### src/rtl/chirp_sweep_ctrl.sv
// chirp_sweep_ctrl: frequency-chirp sequencer that drives an NCO control word.
// Steps the control word up, down or in a triangle between two programmed
// limits. Each value is held for dwell+1 cycles. Sweeps repeat N times, or run
// continuously when N=0.
//
// Ports
//   clk         single clock, rising edge
//   rst_n       synchronous active-low reset
//   ena         global enable; when low all state holds and pulses read 0
//   cfg_we      config write strobe (accepted only when idle and enabled)
//   cfg_addr    0 f_start, 1 f_stop, 2 step, 3 dwell, 4 ctrl
//   cfg_data    config write data
//   start       sweep start request (level-sampled in IDLE)
//   stop        abort request, takes priority over start
//   fcw         frequency control word to the NCO
//   nco_en      NCO enable, high while sweeping
//   busy        high whenever not IDLE
//   sync        one-cycle pulse on the first cycle of every sweep
//   sweep_done  one-cycle pulse after the final dwell of every sweep
//
// state | meaning
// IDLE  | no sweep, fcw=0, NCO disabled, config writable
// UP    | ascending values, clamped at the stop value
// DOWN  | descending values, clamped at the start value

module chirp_sweep_ctrl #(
    parameter int FCW_W = 16
) (
    input  logic             clk,
    input  logic             rst_n,
    input  logic             ena,
    input  logic             cfg_we,
    input  logic [2:0]       cfg_addr,
    input  logic [7:0]       cfg_data,
    input  logic             start,
    input  logic             stop,
    output logic [FCW_W-1:0] fcw,
    output logic             nco_en,
    output logic             busy,
    output logic             sync,
    output logic             sweep_done
);

    typedef enum logic [1:0] {
        IDLE = 2'd0,
        UP   = 2'd1,
        DOWN = 2'd2
    } state_t;

    state_t     state;
    logic [7:0] f_start;
    logic [7:0] f_stop;
    logic [7:0] step;
    logic [7:0] dwell;
    logic [7:0] ctrl;
    logic [7:0] dwell_cnt;
    logic [3:0] sweep_cnt;

    always_ff @(posedge clk) begin
        if (!rst_n) begin
            f_start <= 8'h10;
            f_stop  <= 8'h80;
            step    <= 8'h01;
            dwell   <= 8'h00;
            ctrl    <= 8'h00;
        end else if (ena && cfg_we && !busy) begin
            case (cfg_addr)
                3'd0:    f_start <= cfg_data;
                3'd1:    f_stop  <= cfg_data;
                3'd2:    step    <= cfg_data;
                3'd3:    dwell   <= cfg_data;
                3'd4:    ctrl    <= cfg_data;
                default: ;
            endcase
        end
    end

    logic [7:0]       step_eff;
    logic [FCW_W-1:0] s_val;
    logic [FCW_W-1:0] p_val;
    logic [FCW_W-1:0] inc;
    logic [FCW_W:0]   sum;
    logic [FCW_W:0]   diff;
    logic [FCW_W-1:0] up_next;
    logic [FCW_W-1:0] dn_next;
    logic             mode_down;
    logic             mode_tri;
    logic             at_top;
    logic             at_bot;
    logic             dwell_exp;
    logic             can_turn;
    logic             sweep_end;
    logic             repeat_sweep;
    logic [FCW_W-1:0] first_val;
    state_t           first_state;

    assign step_eff  = (step == 8'h00) ? 8'h01 : step;
    assign s_val     = FCW_W'({f_start, 8'h00});
    assign p_val     = FCW_W'({f_stop, 8'h00});
    assign inc       = FCW_W'({4'h0, step_eff, 4'h0});

    // One extra bit so an increment past the top of the word range still
    // compares correctly against the stop value.
    assign sum       = {1'b0, fcw} + {1'b0, inc};
    assign up_next   = (sum > {1'b0, p_val}) ? p_val : sum[FCW_W-1:0];

    // The top bit of diff is the borrow; any borrow means we went below S.
    assign diff      = {1'b0, fcw} - {1'b0, inc};
    assign dn_next   = (diff[FCW_W] || (diff[FCW_W-1:0] < s_val)) ? s_val : diff[FCW_W-1:0];

    assign mode_down = (ctrl[1:0] == 2'b01);
    assign mode_tri  = (ctrl[1:0] == 2'b10);
    assign at_top    = (fcw >= p_val);
    assign at_bot    = (fcw <= s_val);
    assign dwell_exp = (dwell_cnt == 8'h00);

    // Triangle only turns around when there is a real range; a degenerate
    // range collapses the whole sweep to the single start value.
    assign can_turn  = mode_tri && (s_val < p_val);

    assign sweep_end = dwell_exp &&
                       (((state == UP) && at_top && !can_turn) ||
                        ((state == DOWN) && at_bot));

    assign repeat_sweep = (sweep_cnt == 4'd0) || (sweep_cnt > 4'd1);
    assign first_val    = mode_down ? p_val : s_val;
    assign first_state  = mode_down ? DOWN : UP;

    always_ff @(posedge clk) begin
        if (!rst_n) begin
            state      <= IDLE;
            fcw        <= '0;
            nco_en     <= 1'b0;
            busy       <= 1'b0;
            sync       <= 1'b0;
            sweep_done <= 1'b0;
            dwell_cnt  <= 8'h00;
            sweep_cnt  <= 4'd0;
        end else if (!ena) begin
            sync       <= 1'b0;
            sweep_done <= 1'b0;
        end else begin
            sync       <= 1'b0;
            sweep_done <= 1'b0;
            if (stop) begin
                state     <= IDLE;
                fcw       <= '0;
                nco_en    <= 1'b0;
                busy      <= 1'b0;
                dwell_cnt <= 8'h00;
                sweep_cnt <= 4'd0;
            end else if (sweep_end) begin
                sweep_done <= 1'b1;
                if (repeat_sweep) begin
                    state     <= first_state;
                    fcw       <= first_val;
                    sync      <= 1'b1;
                    dwell_cnt <= dwell;
                    // N=0 is continuous: the count stays parked at zero.
                    if (sweep_cnt != 4'd0)
                        sweep_cnt <= sweep_cnt - 4'd1;
                end else begin
                    state     <= IDLE;
                    fcw       <= '0;
                    nco_en    <= 1'b0;
                    busy      <= 1'b0;
                    dwell_cnt <= 8'h00;
                    sweep_cnt <= 4'd0;
                end
            end else begin
                case (state)
                    IDLE: begin
                        if (start) begin
                            state     <= first_state;
                            fcw       <= first_val;
                            nco_en    <= 1'b1;
                            busy      <= 1'b1;
                            sync      <= 1'b1;
                            dwell_cnt <= dwell;
                            sweep_cnt <= ctrl[7:4];
                        end
                    end
                    UP: begin
                        if (!dwell_exp) begin
                            dwell_cnt <= dwell_cnt - 8'h01;
                        end else if (!at_top) begin
                            fcw       <= up_next;
                            dwell_cnt <= dwell;
                        end else begin
                            // Peak reached in triangle mode; fcw equals P here,
                            // so dn_next is max(P-I, S).
                            state     <= DOWN;
                            fcw       <= dn_next;
                            dwell_cnt <= dwell;
                        end
                    end
                    DOWN: begin
                        if (!dwell_exp) begin
                            dwell_cnt <= dwell_cnt - 8'h01;
                        end else begin
                            fcw       <= dn_next;
                            dwell_cnt <= dwell;
                        end
                    end
                    default: begin
                        state  <= IDLE;
                        fcw    <= '0;
                        nco_en <= 1'b0;
                        busy   <= 1'b0;
                    end
                endcase
            end
        end
    end

endmodule

### config.mk
export PLATFORM = sky130hd
export DESIGN_NAME = chirp_sweep_ctrl
export DESIGN_NICKNAME = d
export VERILOG_FILES = /design/src/rtl/chirp_sweep_ctrl.sv
export SDC_FILE = /design/constraint.sdc
export NUM_CORES = 1
export LEC_CHECK = 0
export BUFFER_PORTS_ARGS = -buffer_cell sky130_fd_sc_hd__buf_2
export CORE_ASPECT_RATIO = 0.5
export CORE_MARGIN = 2
export CORE_UTILIZATION = 60
export DETAILED_ROUTE_END_ITERATION = 7
export PLACE_DENSITY_LB_ADDON = 0.3
export SLEW_MARGIN = 25
export SYNTH_ARGS = -nofsm -noshare
export SYNTH_HDL_FRONTEND = slang
export SYNTH_SLANG_ARGS = --single-unit
### constraint.sdc
create_clock -name clk -period 5.2 [get_ports clk]
set_input_delay 1.3 -clock clk [delete_from_list [all_inputs] [get_ports clk]]
set_output_delay 1.3 -clock clk [all_outputs]
set_load 0.02 [all_outputs]
==> flow_metrics.py, run 1 <==
metrics = {
    "cts": {
        "cts_made_buffers": 9,
        "path_clk_slew_ns": 0.06,
        "cts-root-buf": "clkbuf_16",
        "cts-htree-levels": 3,
        "clock_sinks": 71,
        "tritoncts": "yes",
        "clock_latency_ns": 0.33,
        "clockBufferDepth": 2,
        "ctsHoldBuffers": 0,
    },
    "detailed_routing": {
        "ant_nets": 0,
        "routedWlPerCell_um": 20.46,
        "drt_iter0_markers": 566,
        "viasPerCell": 6.484,
        "wl_um": 17200,
        "firstDrtPassIters": 7,
        "vias": 5453,
        "drcViolationCount": 0,
    },
    "floorplanning": {
        "die_x_um": 141.2,
        "start_util_pct": 63.33,
        "pin_count": 37,
        "core_mm2": 0.008919,
        "row_count": 24,
        "die_area_mm2": 0.01025,
        "die_h_um": 72.61,
    },
    "grt": {
        "grt_pass1_wl_um": 27170,
        "grt_max_degree": 47,
        "antenna_found_initial": 0,
        "globalRouteOverflowTotal": 0,
        "gr-usage-all-layers_pct": 34.25,
        "grt_pass1_vias": 5044,
    },
    "job": {
        "cap_violations": 0,
    },
    "placement": {
        "dpl.hpwl_um": 13000,
        "buffer_ports.inserted": 36,
        "place_congestion": 1.008,
        "placed_cells": 824,
    },
    "setup_path": {
        "r2r_slack_ns": 0.42,
        "worstPathArrival_ns": 5.05,
        "worst-path-max-fanout": 7,
        "crit_type": "register to register",
        "critPathLaunchType": "register",
        "worst_ep_required_time_ns": 5.47,
        "critPathSlowestCell": "dfxtp_1",
        "endpoint_kind": "register",
        "max_stage_delay_ns": 0.49,
        "cp_cell_sequence": "inv_1, a41o_1, ha_1, fa_1, nor2b_1, o21ai_0, nand4_1, a21o_1, a21oi_1, inv_1, ha_1, nand4_1, nor3_1, a31oi_2, nor3_4, o211ai_1, a21oi_1, and2_1",
    },
    "pwr": {
        "leakagePower_nw": 2.726,
        "ir_drop_v": 0.0002144,
        "p_total_mw": 1.376,
        "power_density_mw_per_mm2": 222.1,
    },
    "cells_and_area": {
        "layout_common_cells": "nor2_1, dfxtp_1, ha_1, a21oi_1, inv_1",
        "fill_cells": 683,
        "drive_gt1_share_pct": 11.88,
        "multi_input_area_mm2": 0.003936,
        "layout.cells.non_filler": 841,
        "final_common_cell": "nor2_1",
        "fin_nets": 799,
        "insertedDiodeCount": 0,
        "seqCellArea_mm2": 0.001421,
        "area_growth_syn_to_layout_pct": 9.725,
    },
    "sta": {
        "holdWs_ns": 0.4795,
        "fin_skew_ns": 0.006879,
        "tightest_slew_ns": 0.8222,
        "tns_ns": 0,
        "slew_headroom_pct": 45.11,
        "fin_crit_sh_pct": 91.86,
        "setup_viol": 0,
        "slew_viol_final": 0,
        "grt_setup_unrepaired": "false",
        "post-route-min-period_ns": 4.777,
        "hold_viol_final": 0,
        "timing.fmax_mhz": 209.3,
    },
    "yosys": {
        "synth_compound_area_share_pct": 23.28,
        "ys_seq_area_share_pct": 25.17,
        "muxShareOfSynthArea_pct": 7.687,
        "synthFlopType": "dfxtp_1",
        "synthSimpleGateAreaFrac_pct": 21.25,
        "syn_avg_cell_area_um2": 8.092,
        "synth-async-reset-ratio_pct": 0,
        "synth_top_family_by_area": "compound AO/OA/AOI/OAI gates",
        "synth_area_mm2": 0.005648,
        "ys_warn_count": 0,
        "synth_edf_count": 0,
        "synthAdderAreaFrac_pct": 14.22,
        "synth_nets": 778,
        "synthCells": 698,
        "yosysUniqueCellTypes": 81,
        "synth_xor_area_share_pct": 2.946,
        "ys_ff_latch": 71,
    },
    "outcome": {
        "status": "finished clean",
    },
    "hold_path": {
        "holdCritPathClass": "register to register",
    },
}
==> report_power, final <==
group,switching (mW),internal [mW]
registers,0.0133,0.554
clock network,0.232,0.362
logic,0.137,0.0780
==> logic make-up (layout without fill, tap and decap cells) <==
group	after synthesis	after routing
muxes	43	43
DFF	71	71
adders and majority gates	63	63
buffers and inverters	78	104
AOI/OAI and AO/OA	187	187
and+or+nand+nor	237	237
xor gates and xnor gates	19	19
==> synthesized netlist by cell type, types with 4 or more instances <==
library cell  count  area, um2
nor2_1           87      326.6
dfxtp_1          71       1421
ha_1             61      763.2
a21oi_1          47      235.2
inv_1            44      165.2
mux2i_1          40      400.4
nand2_1          36      135.1
o21ai_0          28      140.1
clkbuf_1         21      78.83
nor3_1           21      105.1
nand3_1          19      95.09
xnor2_1          13      113.9
a211oi_1         11      82.58
nor2b_1          10      62.56
o21a_1           10      75.07
and2_1            9      56.30
nand2b_1          9      56.30
o21ai_1           9      45.04
nand4_1           8      50.05
a21o_1            6      45.04
a31oi_1           6      37.54
buf_1             6      22.52
or3_1             6      37.54
xor2_1            6      52.55
nand3b_1          5      37.54
o2bb2ai_1         5      43.79
nor4_1            4      25.02
o211ai_1          4      30.03
o21bai_1          4      30.03
o31a_1            4      35.03
or4_4             4      45.04
==> critical path, delay by kind of cell (launching register included) <==
kind | cells | cell delay (ns)
and+or+nand+nor | 6 | 1.41
adders and majority gates | 3 | 0.96
buffers and inverters | 2 | 0.22
DFF | 1 | 0.49
AOI/OAI and AO/OA | 7 | 1.63
==> per-stage QoR <==
step           utilization, %  instance area, um2  worst slack (ns)
6_report                69.49                6197            0.4231
5_1_grt                 69.49                6197            0.1370
4_1_cts                 69.21                6172            0.1952
3_5_place_dp            65.90                5877            0.2985
3_3_place_gp            65.90                5877            0.5331
2_1_floorplan               -                5648             1.176
==> sequential cells by signal (all words and copies together) (netlist names) <==
register and flops:
busy 1, dwell 8, f_stop 8, f_start 8, step 8, sync 1, sweep_done 1, state 2
sweep_cnt 4, fcw 16, dwell_cnt 8, ctrl 6
==> path summary, 6_finish.rpt <==
check	startpoint	cells past startpoint	end
setup / recovery	step[1]	18	fcw[0]
hold / removal	fcw[3]	1	fcw[3]
setup reg to reg	step[1]	18	fcw[0]
hold reg to reg	fcw[3]	1	fcw[3]
==> routing by layer <==
| metal | global-route usage (%) | part of all wire [%] | vias to the layer above |
|---|---|---|---|
| met5 | 0 | 0 | - |
| met4 | 11.44 | 3.0 | 0 |
| met3 | 11.81 | 13 | 52 |
| met2 | 52.16 | 41 | 333 |
| met1 | 45.87 | 44 | 2487 |
| li1 | - | - | 2581 |
==> layout make-up <==
| class | count | share of cell area [%] |
|---|---|---|
| inverters | 46 | 2.786 |
| well taps | 117 | 2.362 |
| repair buffers | 42 | 3.634 |
| flip-flops and latches | 71 | 22.94 |
| multi-input cells | 549 | 63.52 |
| clock buffers | 12 | 4.300 |
| clock inverters | 4 | 0.4644 |
==> what timing repair did <==
| action | 4_1_cts | 5_1_grt |
|---|---|---|
| gates resized for setup | 0 | 3 |
| setup endpoints to repair | 0 | 10 |
| setup buffers | 0 | 0 |
(Power assumes the default switching activity.)
==> run 2, diff against run 1 <==
- CORE_UTILIZATION: 60 -> 50
==> run 2 against run 1 <==
Highest routed layer unchanged. Routed wire length shrank 1.5%. Core utilization shrank 13 points. Final cell count grew 3.3%.
==> flow_metrics.py, run 2 (synthesized netlist as in run 1, its figures left out) <==
metrics = {
    "outcome": {
        "status": "finished clean",
    },
    "cells_and_area": {
        "final_area_mm2": 0.006225,
        "regMostFlops": "fcw",
        "final_common_cell": "nor2_1",
        "insertedDiodeCount": 0,
        "area_growth_syn_to_layout_pct": 10.21,
        "layout_common_cells": "nor2_1, dfxtp_1, ha_1, a21oi_1, inv_1",
        "drive_gt1_share_pct": 11.74,
        "largest_reg_flops": 16,
        "fin_nets": 799,
    },
    "detailed_routing": {
        "ant_nets": 0,
        "routedWlPerCell_um": 19.50,
        "firstDrtPassIters": 5,
        "vias": 5416,
        "wl_um": 16940,
        "drt_iter0_markers": 432,
        "drcViolationCount": 0,
        "viasPerCell": 6.232,
    },
    "cts": {
        "tritoncts": "yes",
        "path_clk_slew_ns": 0.07,
        "cts_made_buffers": 9,
        "clock_sinks": 71,
        "clockBufferDepth": 2,
        "post_cts_buffers": 0,
        "cts-htree-levels": 3,
        "cts-root-buf": "clkbuf_16",
        "clock_latency_ns": 0.35,
    },
    "pwr": {
        "pwr-share-clk_pct": 44.5,
        "p_sw_uw": 437.6,
        "leakagePower_nw": 2.737,
        "p_total_mw": 1.410,
        "p_seq_share_pct": 40.3,
        "power_density_mw_per_mm2": 226.4,
        "ir_drop_v": 0.0001674,
        "netSwitchingFraction_pct": 31.04,
        "intPower_uw": 971.9,
        "comb_power_share_pct": 15.2,
    },
    "sta": {
        "hold_viol_final": 0,
        "slew_viol_final": 0,
        "timing.fmax_mhz": 216.1,
        "grt_setup_unrepaired": "false",
        "tightest_slew_ns": 0.8386,
        "tns_ns": 0,
        "setup_viol": 0,
        "fin_skew_ns": 0.009524,
        "slew_headroom_pct": 44.01,
        "post-route-min-period_ns": 4.627,
        "fin_crit_sh_pct": 88.99,
    },
    "grt": {
        "antenna_found_initial": 0,
        "gr-usage-all-layers_pct": 28.58,
        "grt_pass1_wl_um": 27120,
        "grt_max_degree": 47,
        "globalRouteOverflowTotal": 0,
        "grt_pass1_vias": 5094,
    },
    "setup_path": {
        "critPathLaunchType": "register",
        "r2r_slack_ns": 0.57,
        "crit_type": "register to register",
        "endpoint_kind": "register",
        "worstPathArrival_ns": 4.92,
        "worst-path-max-fanout": 6,
        "worst_ep_required_time_ns": 5.49,
    },
    "floorplanning": {
        "start_util_pct": 51.28,
        "row_count": 27,
        "pin_count": 37,
        "die_x_um": 154.3,
        "die_area_mm2": 0.01221,
        "core_mm2": 0.01101,
        "die_h_um": 79.16,
    },
    "job": {
        "cap_violations": 0,
    },
    "placement": {
        "dpl.hpwl_um": 13180,
        "buffer_ports.inserted": 36,
        "place_congestion": 1.055,
        "post_dp_cell_area_mm2": 0.005912,
    },
    "hold_path": {
        "holdCritPathClass": "register to register",
    },
}
-- run 2: worst paths after layout --
| path | cells after the start | to | startpoint |
|---|---|---|---|
| worst max-delay path | 18 | fcw[2] | step[1] |
| worst min-delay path | 1 | fcw[2] | fcw[2] |
| worst min register to register | 1 | fcw[2] | fcw[2] |
| worst max register to register | 18 | fcw[2] | step[1] |
-- run 2: per-layer routing --
layer | part of all wire (%) | GRT usage [%] | vias up
met4 | 2.5 | 7.593 | 0
met2 | 42 | 44.35 | 255
li1 | - | - | 2587
met1 | 46 | 39.48 | 2531
met5 | 0 | 0 | -
met3 | 9.5 | 7.533 | 43
-- run 2: final cells by class --
| type | count | area, um2 |
|---|---|---|
| Sequential cell | 71 | 1421 |
| Tap cell | 145 | 181.4 |
| Multi-Input combinational cell | 549 | 3924 |
| Timing Repair Buffer | 42 | 229.0 |
| Fill cell | 1018 | 4788 |
| Clock inverter | 7 | 71.32 |
| Clock buffer | 9 | 225.2 |
| Inverter | 46 | 172.7 |
-- run 2: power by group through the flow --
stage | clock network [mW] | registers, mW | logic (mW)
floorplan | 0 | 0.576 | 0.151
global placement | 0 | 0.579 | 0.203
detailed placement | 0 | 0.579 | 0.206
CTS | 0.635 | 0.567 | 0.207
global route | 0.660 | 0.569 | 0.237
finish | 0.627 | 0.568 | 0.215
-- run 2: worst max-delay path: stages (launching register included) --
cell,delay (ns)
dfxtp_1,0.45
inv_1,0.11
a41o_1,0.24
ha_1,0.22
fa_1,0.47
nor2b_1,0.19
o21ai_0,0.26
nand4_1,0.20
a21o_1,0.21
a21oi_1,0.18
inv_1,0.06
ha_1,0.28
nand4_1,0.10
nor3_1,0.29
a31oi_1,0.24
nor3_2,0.37
o211ai_1,0.21
a21oi_1,0.31
and2_1,0.17
-- run 2: timing repair --
item | CTS | global route
gates resized for setup | 0 | 1
hold buffers | 0 | 0
setup endpoints to repair | 0 | 1
-- run 2: metrics by stage --
| step | hold slack (ns) | worst slack [ns] | util [%] | instances |
|---|---|---|---|---|
| floorplan | 0.4466 | 1.176 | - | 698 |
| global placement | 0.4642 | 0.8198 | 53.68 | 852 |
| detailed placement | 0.4755 | 0.5461 | 53.68 | 852 |
| CTS | 0.4956 | 0.5009 | 56.37 | 868 |
| global route | 0.5014 | 0.1102 | 56.52 | 869 |
| finish | 0.4890 | 0.5727 | 56.52 | 869 |
==> run 3, diff against run 2 <==
- RECOVER_POWER: default -> 100
==> run 3 against run 2 <==
The flow now finishes with violations (max-capacitance violations, max-slew violations). Combinational power hardly changed. Critical path depth is 1 higher. Sequential share of layout area is 0.19 points higher. Hold slack better by 0.0022 ns. Clock skew is 0.0012 ns higher. Non-clock buffer count stayed put. Sequential cell count stayed put. Critical path type unchanged.
==> flow_metrics.py, run 3 (synthesized netlist as in run 1, its figures left out) <==
metrics = {
    "cts": {
        "clockBufferDepth": 2,
        "cts_made_buffers": 9,
        "path_clk_slew_ns": 0.07,
        "cts-htree-levels": 3,
        "clock_latency_ns": 0.35,
        "tritoncts": "yes",
        "post_cts_resized": 0,
        "clock_sinks": 71,
        "ctsHoldBuffers": 0,
        "post_cts_buffers": 0,
        "cts-root-buf": "clkbuf_16",
    },
    "cells_and_area": {
        "final_area_mm2": 0.006172,
        "largest_reg_flops": 16,
        "drive_gt1_share_pct": 8.011,
        "final_common_cell": "nor2_1",
        "area_growth_syn_to_layout_pct": 9.282,
        "fin_nets": 799,
        "insertedDiodeCount": 0,
        "layout_common_cells": "nor2_1, dfxtp_1, ha_1, a21oi_1, inv_1",
        "regMostFlops": "fcw",
    },
    "setup_path": {
        "worstPathArrival_ns": 4.92,
        "r2r-end": "fcw[4]",
        "endpoint_kind": "register",
        "crit_buf_inv": 4,
        "cp_cell_sequence": "inv_1, a41o_1, ha_1, fa_1, nor2b_1, o21ai_0, nand4_1, a21o_1, a21oi_1, inv_1, ha_1, nand4_1, nor3_1, a31oi_1, nor3_2, clkbuf_1, inv_1, a211o_1, a21oi_1",
        "crit_type": "register to register",
        "critPathLaunch": "step[1]",
        "max_stage_delay_ns": 0.47,
        "cpMostUsedCell": "inv_1",
        "critPathLaunchType": "register",
        "ff2ff_path_depth": 19,
        "worst-path-max-fanout": 6,
        "cp_top_family": "compound AO/OA/AOI/OAI gates",
        "r2r_slack_ns": 0.53,
        "worst_ep_required_time_ns": 5.45,
        "timing.rr.start": "step[1]",
        "critPathSlowestCell": "fa_1",
    },
    "detailed_routing": {
        "viasPerCell": 6.254,
        "ant_nets": 0,
        "wl_um": 16970,
        "firstDrtPassIters": 6,
        "routedWlPerCell_um": 19.53,
        "vias": 5435,
        "drcViolationCount": 0,
        "drt_iter0_markers": 554,
    },
    "hold_path": {
        "worstHoldStart": "fcw[1]",
        "holdCritPathClass": "register to register",
        "min_to": "fcw[1]",
        "hold_depth": 1,
    },
    "floorplanning": {
        "row_count": 27,
        "start_util_pct": 51.28,
        "pin_count": 37,
        "die_x_um": 154.3,
        "core_mm2": 0.01101,
        "die_area_mm2": 0.01221,
        "die_h_um": 79.16,
    },
    "outcome": {
        "violations": "max-capacitance violations, max-slew violations",
        "status": "complete, but fails checks",
    },
    "job": {
        "cap_violations": 1,
    },
    "sta": {
        "tns_ns": 0,
        "timing.fmax_mhz": 214.2,
        "fin_crit_sh_pct": 89.80,
        "fin_skew_ns": 0.01071,
        "grt_setup_unrepaired": "false",
        "post-route-min-period_ns": 4.669,
        "slew_headroom_pct": -1.899,
        "hold_viol_final": 0,
        "setup_viol": 0,
        "tightest_slew_ns": 1.527,
        "slew_viol_final": 47,
    },
    "pwr": {
        "p_seq_share_pct": 40.3,
        "power_density_mw_per_mm2": 228.0,
        "intPower_uw": 970.3,
        "comb_power_share_pct": 15.1,
        "pwr-share-clk_pct": 44.6,
        "netSwitchingFraction_pct": 31.04,
        "p_sw_uw": 436.7,
        "ir_drop_v": 0.0001678,
        "leakagePower_nw": 2.638,
    },
    "placement": {
        "place_congestion": 1.055,
        "post_dp_cell_area_mm2": 0.005912,
        "dpl.hpwl_um": 13180,
        "buffer_ports.inserted": 36,
    },
    "grt": {
        "grt_pass1_vias": 5094,
        "gr-usage-all-layers_pct": 28.58,
        "globalRouteOverflowTotal": 0,
        "grt_max_degree": 47,
        "antenna_found_initial": 0,
        "grt_pass1_wl_um": 27120,
    },
}
==> run 3: power by group through the flow <==
stage	Sequential [mW]	Combinational [mW]	Clock, mW
global placement	0.579	0.203	0
detailed placement	0.579	0.206	0
floorplan	0.576	0.151	0
finish	0.568	0.212	0.627
global route	0.569	0.234	0.660
CTS	0.567	0.207	0.635
==> run 3: area by class of cell <==
type / count / area, um2
fillers: 1034 / 4841
well taps: 145 / 181.4
repair buffers: 42 / 191.4
inverters: 46 / 172.7
multi-input cells: 549 / 3909
clock buffers: 9 / 225.2
clock inverters: 7 / 71.32
flip-flops and latches: 71 / 1421
==> run 3: worst register-to-register path: cells and delay by family, from the launching register on <==
kind	cells	cell delay, ns
AO/OA/AOI/OAI	7	1.56
adder cells (fa/ha/maj)	3	0.97
buffers and inverters	4	0.47
flip-flops	1	0.45
AND/OR/NAND/NOR	5	1.13
==> run 3: worst max-delay path by stage <==
stage	endpoint	slack [ns]	cells past startpoint
after floorplan	fcw[1]	1.18	18
after global placement	fcw[1]	0.82	18
after detailed placement	fcw[4]	0.55	19
after CTS	fcw[4]	0.50	19
after global routing	fcw[6]	0.07	19
final	fcw[4]	0.53	19
==> run 3: layer usage <==
layer  GRT usage, %  part of all wire (%)  wire, um
met5              0                     0         0
met4          7.593                   2.1       361
met3          7.533                   9.8      1670
met2          44.35                    42      7179
met1          39.48                    46      7758
==> run 3: stage by stage <==
step	instances	util (%)	hold slack, ns	setup slack [ns]	total power, mW
2_1_floorplan	698	-	0.4466	1.176	0.7279
3_3_place_gp	852	53.68	0.4642	0.8198	0.7818
3_5_place_dp	852	53.68	0.4755	0.5461	0.7854
4_1_cts	868	56.37	0.4956	0.5009	1.409
5_1_grt	869	56.04	0.5066	0.06603	1.464
6_report	869	56.04	0.4912	0.5305	1.407
